<file path="src/rtl/vxe_intr_servicer.sv">
`default_nettype none
// vxe_intr_servicer: picks one pending interrupt, hands its index downstream, acks it, then settles.
// Option macro VXE_INTR_SERVICER_RR_EN selects round-robin instead of fixed priority.  Rev 1.0
module vxe_intr_servicer #(
   parameter  int NR_INT     = 4,
   parameter  int SETTLE_CYC = 2,
   localparam int IDW        = $clog2(NR_INT)
) (
   input  logic              clk,
   input  logic              nrst,
   input  logic              i_intr,
   input  logic [NR_INT-1:0] i_active,
   output logic              o_ack_en,
   output logic [NR_INT-1:0] o_ack,
   output logic              o_evt_vld,
   output logic [IDW-1:0]    o_evt_id,
   input  logic              i_evt_rdy,
   output logic              o_busy,
   output logic [7:0]        o_spur_cnt
);

   localparam int SCW = $clog2(SETTLE_CYC + 1);

   typedef enum logic [1:0] {
      S_IDLE    = 2'd0,
      S_DELIVER = 2'd1,
      S_ACK     = 2'd2,
      S_SETTLE  = 2'd3
   } state_t;

   state_t            state;
   state_t            state_nx;
   logic [SCW-1:0]    settle_cnt;
   logic [SCW-1:0]    settle_nx;
   logic              ack_en_nx;
   logic [NR_INT-1:0] ack_nx;
   logic              evt_vld_nx;
   logic [IDW-1:0]    evt_id_nx;
   logic              busy_nx;
   logic [7:0]        spur_nx;
   logic [IDW-1:0]    sel_id;
   logic              sel_found;

`ifdef VXE_INTR_SERVICER_RR_EN
   logic [IDW-1:0]    ptr;
   logic [IDW-1:0]    ptr_nx;

   // Modular increment that also handles non-power-of-two source counts.
   function automatic logic [IDW-1:0] wrap_add(input logic [IDW-1:0] base, input int off);
      int sum;
      sum = int'(base) + off;
      if (sum >= NR_INT) begin
         sum = sum - NR_INT;
      end
      return IDW'(sum);
   endfunction

   // Descending scan so the smallest offset from the pointer is written last and wins.
   always_comb begin
      sel_id    = '0;
      sel_found = 1'b0;
      for (int i = NR_INT - 1; i >= 0; i--) begin
         if (i_active[wrap_add(ptr, i)]) begin
            sel_id    = wrap_add(ptr, i);
            sel_found = 1'b1;
         end
      end
   end
`else
   always_comb begin
      sel_id    = '0;
      sel_found = 1'b0;
      for (int i = NR_INT - 1; i >= 0; i--) begin
         if (i_active[i]) begin
            sel_id    = IDW'(i);
            sel_found = 1'b1;
         end
      end
   end
`endif

   always_comb begin
      state_nx   = state;
      settle_nx  = settle_cnt;
      ack_en_nx  = 1'b0;
      ack_nx     = '0;
      evt_vld_nx = o_evt_vld;
      evt_id_nx  = o_evt_id;
      spur_nx    = o_spur_cnt;
`ifdef VXE_INTR_SERVICER_RR_EN
      ptr_nx     = ptr;
`endif
      unique case (state)
         S_IDLE: begin
            if (i_intr) begin
               if (sel_found) begin
                  state_nx   = S_DELIVER;
                  evt_vld_nx = 1'b1;
                  evt_id_nx  = sel_id;
               end else if (o_spur_cnt != 8'hFF) begin
                  spur_nx = o_spur_cnt + 8'd1;
               end
            end
         end
         S_DELIVER: begin
            if (o_evt_vld && i_evt_rdy) begin
               state_nx   = S_ACK;
               evt_vld_nx = 1'b0;
               ack_en_nx  = 1'b1;
               ack_nx     = {{(NR_INT-1){1'b0}}, 1'b1} << o_evt_id;
            end
         end
         S_ACK: begin
            state_nx  = S_SETTLE;
            settle_nx = SCW'(SETTLE_CYC);
`ifdef VXE_INTR_SERVICER_RR_EN
            ptr_nx    = wrap_add(o_evt_id, 1);
`endif
         end
         S_SETTLE: begin
            // The line is deliberately not looked at here; the source unit needs these cycles to drop it.
            if (settle_cnt <= SCW'(1)) begin
               state_nx  = S_IDLE;
               settle_nx = '0;
            end else begin
               settle_nx = settle_cnt - SCW'(1);
            end
         end
         default: begin
            state_nx = S_IDLE;
         end
      endcase
      busy_nx = (state_nx != S_IDLE);
   end

   always_ff @(posedge clk or negedge nrst) begin
      if (!nrst) begin
         state      <= S_IDLE;
         settle_cnt <= '0;
         o_ack_en   <= 1'b0;
         o_ack      <= '0;
         o_evt_vld  <= 1'b0;
         o_evt_id   <= '0;
         o_busy     <= 1'b0;
         o_spur_cnt <= '0;
      end else begin
         state      <= state_nx;
         settle_cnt <= settle_nx;
         o_ack_en   <= ack_en_nx;
         o_ack      <= ack_nx;
         o_evt_vld  <= evt_vld_nx;
         o_evt_id   <= evt_id_nx;
         o_busy     <= busy_nx;
         o_spur_cnt <= spur_nx;
      end
   end

`ifdef VXE_INTR_SERVICER_RR_EN
   always_ff @(posedge clk or negedge nrst) begin
      if (!nrst) begin
         ptr <= '0;
      end else begin
         ptr <= ptr_nx;
      end
   end
`endif

endmodule
`default_nettype wire

</file>
<file path="config.mk">
export PLATFORM = sky130hd
export DESIGN_NAME = vxe_intr_servicer
export DESIGN_NICKNAME = d
export VERILOG_FILES = /design/src/rtl/vxe_intr_servicer.sv
export SDC_FILE = /design/constraint.sdc
export NUM_CORES = 1
export LEC_CHECK = 0
export ABC_CLOCK_PERIOD_IN_PS = 1600
export CORE_MARGIN = 1.5
export CORE_UTILIZATION = 46
export DETAILED_ROUTE_END_ITERATION = 7
export PLACE_DENSITY_LB_ADDON = 0.12
export SYNTH_ARGS = -nofsm -noshare
export SYNTH_HDL_FRONTEND = slang
export SYNTH_SLANG_ARGS = --single-unit
</file>
<file path="constraint.sdc">
create_clock -name clk -period 1.6 [get_ports clk]
set_input_delay 0.24 -clock clk [delete_from_list [all_inputs] [get_ports clk]]
set_output_delay 0.24 -clock clk [all_outputs]
set_load 0.01 [all_outputs]
</file>
==> results of run 1 <==
[layer usage]
| layer | share of wire (%) | GRT usage, % | vias to the layer above |
|---|---|---|---|
| li1 | - | - | 353 |
| met1 | 42 | 22.2 | 334 |
| met2 | 53 | 35.4 | 15 |
| met3 | 4.1 | 3.40 | 2 |
| met4 | 0.68 | 6.67 | 0 |
| met5 | 0 | 0 | - |
[critical path: cells and delay by family (launching register included)]
kind                   cells  cell delay [ps]
buffers and inverters      2              660
DFF                        1              360
[logic make-up after synthesis]
kind of cell | share of synthesized area (%)
compound gates | 8.94
xor+xnor | 6.74
fa+ha+maj | 1.38
buf+inv | 1.65
flops | 57.8
mux | 2.34
simple gates | 21.2
[stage by stage]
step / hold WS (ps) / cells / util, %
2_1_floorplan: -55.6 / 79 / -
3_3_place_gp: 453 / 138 / 70.5
3_5_place_dp: 463 / 138 / 70.5
4_1_cts: 271 / 142 / 71.9
5_1_grt: 308 / 143 / 72.5
6_report: 259 / 143 / 72.5
[state kept, by name, indices dropped and copies added, names as in the netlist]
name and cells:
o_evt_vld 1, o_spur_cnt 8, o_ack_en 1, o_ack 4, o_evt_id 2, o_busy 1, settle_cnt 2, state 2
[power by group]
part	total (uW)	switching [uW]	internal (uW)
Combinational	535	231	304
Sequential	815	146	670
Clock	253	156	96.9
Total	1600	533	1070
[area by class of cell]
type,instances,share of cell area (%)
Sequential cell,21,40.9
Multi-Input combinational cell,54,28.6
Timing Repair Buffer,35,25.0
Tap cell,25,2.42
Clock buffer,4,2.03
Inverter,4,1.16
[how the worst min path moves through the flow]
| stage | to | slack, ps | cells after the start |
|---|---|---|---|
| after floorplan | o_ack[0]$_DFF_PN0_ | -60 | 0 |
| after global placement | settle_cnt[0]$_DFFE_PN0P_ | 450 | 1 |
| after detailed placement | settle_cnt[0]$_DFFE_PN0P_ | 460 | 1 |
| after CTS | settle_cnt[1]$_DFFE_PN0P_ | 270 | 2 |
| after global routing | settle_cnt[0]$_DFFE_PN0P_ | 310 | 2 |
| final | settle_cnt[1]$_DFFE_PN0P_ | 260 | 2 |
[timing repair]
action,4_1_cts,5_1_grt
setup buffers,0,1
endpoints found under the setup margin,0,3
gates resized for setup,0,2
[Yosys cell counts (2+ instances only)]
library cell / n / area, um^2
nor3_1: 2 / 10.0
inv_1: 2 / 7.51
nand4_1: 2 / 12.5
nand2_1: 8 / 30.0
dfrtp_1: 21 / 526
nor3b_1: 2 / 15.0
nand3_1: 4 / 20.0
a21oi_1: 2 / 10.0
xor2_1: 5 / 43.8
xnor2_1: 2 / 17.5
and3_1: 2 / 12.5
o21ai_0: 4 / 20.0
nor2_1: 9 / 33.8
inv_2: 2 / 7.51
==> results.md, run 1 <==
* Req. time, crit path at 1360 ps
* Minimum clock period at 1550 ps
* Main synth FF type: dfrtp_1
* Drc violations at 0
* Share of cells above drive strength 1 at 19.5%
* GRT Total Usage at 19.2%
* DRT iter0 DRCs at 3
* Initial Util at 51.0%
* Worst-Skew Late Latency at 300 ps
* Hpwl dp at 1370 um
* Ports at 25
* Reg area at 528 um^2
* PwrDens at 1240 nW/um^2
* Max Cap Violations at 0
* Vias per inst at 4.92
* Beginning of the critical path: o_spur_cnt[4]$_DFFE_PN0P_
* Most frequent cells in the layout: clkdlybuf4s50_1 (24), dfrtp_1 (19), buf_4 (11)
* VDD IR-drop max at 0.000554 V
* Maximum root-to-sink buffer count at 2
* H-tree level count at 1
* Die area at 2250 um^2
* Fmax at 0.643 GHz
* # fillers at 123
* Routability cong. at 0.783
* Critical Path Sink Type: output port
* Commonest non-fill, non-tap cell in the layout: clkdlybuf4s50_1
* CTS sink count at 21
* Max incr delay on CP at 530 ps
* Class of the most critical setup path: flip-flop to output port
* Clock skew at 6.76 ps
* Async S/R FF share, synth at 100%
* Total grt overflow at 0
* Post-CTS Hold Buffers at 0
* Final setup vio count at 0
* Drt first pass iters at 4
* Status: finished, final reports clean
* Setup repair after global routing missed its margin: no
* Post-synth EDFFs at 0
* Rel. slew slack at 78.3%
* Syn nets at 88
* Worst r2r dst: o_spur_cnt[7]$_DFFE_PN0P_
* Mean Syn Cell Area at 11.5 um^2
* Crit-path max FO at 4
* Pre-CTS WS at -242 ps
* Leakage at 0.000589 uW
* Final Hold Viols at 0
* Reg2Reg Setup Slack at 130 ps
* Sequential cell area fraction in the yosys report at 57.8%
* Syn Inst Count at 79
* CTS Buf Count at 3
* Setup crit end: o_spur_cnt[4]
* Number of global-route vias before repair at 711
* Nature of the critical path startpoint: flip-flop
* Core footprint at 1780 um^2
* R2R Path Start: state[1]$_DFF_PN0_
* Synth Register Bits at 21
* Die H at 47.5 um
* Die X at 47.5 um
* Routed Antenna Nets at 0
* Fin area at 1290 um^2
* Slew @ Worst Pin at 323 ps
* Synth Cell Area at 910 um^2
* Max Transition Viols Final at 0
* Clock-pin slew on the worst setup and hold paths at 120 ps
* Multi-input combinational cell area at 369 um^2
* Synth cell types at 26
* Total negative slack at 0 ps
* Placed Area at 1260 um^2
* Largest net degree at the start of global routing at 22
* Synth warnings at 0
* First-pass GRT wire length at 2970 um
* Initial antenna violation count at 0
* Num rows at 15
* Fin crit share at 97.1%
* Register-to-Register Path Depth at 4
* Critical Path AT at 1310 ps
* CTS tree: yes
* Port bufs at 24
* Worst Hold Class: primary input to asynchronous set/reset pin
* Clk root buf: clkbuf_4
* Cell Chain, Critical Path: buf_4, clkdlybuf4s50_1
* Total wire length at 1760 um
* Diodes inserted at 0
* P&R area growth vs syn at 42.1%
* Nets at 128
* Total power at 1600 uW
* Mean routed wirelength per cell at 12.3 um
* Final WS setup at 45.8 ps
* CP max-delay cell: clkdlybuf4s50_1
* Via Count at 704
No activity file was read; power rests on OpenSTA's default activity.
==> run 2: changes to the inputs <==
Settings changed: CTS_CLUSTER_SIZE set to 20, SKIP_CTS_REPAIR_TIMING set to 1.
==> results of run 2 <==
Same layout as run 1: the final DEF is identical, and so are final timing and power.
==> run 3: changes to the inputs <==
Settings changed: HOLD_SLACK_MARGIN set to 0.08.
==> results of run 3 <==
Same layout as run 1: the final DEF is identical, and so are final timing and power.
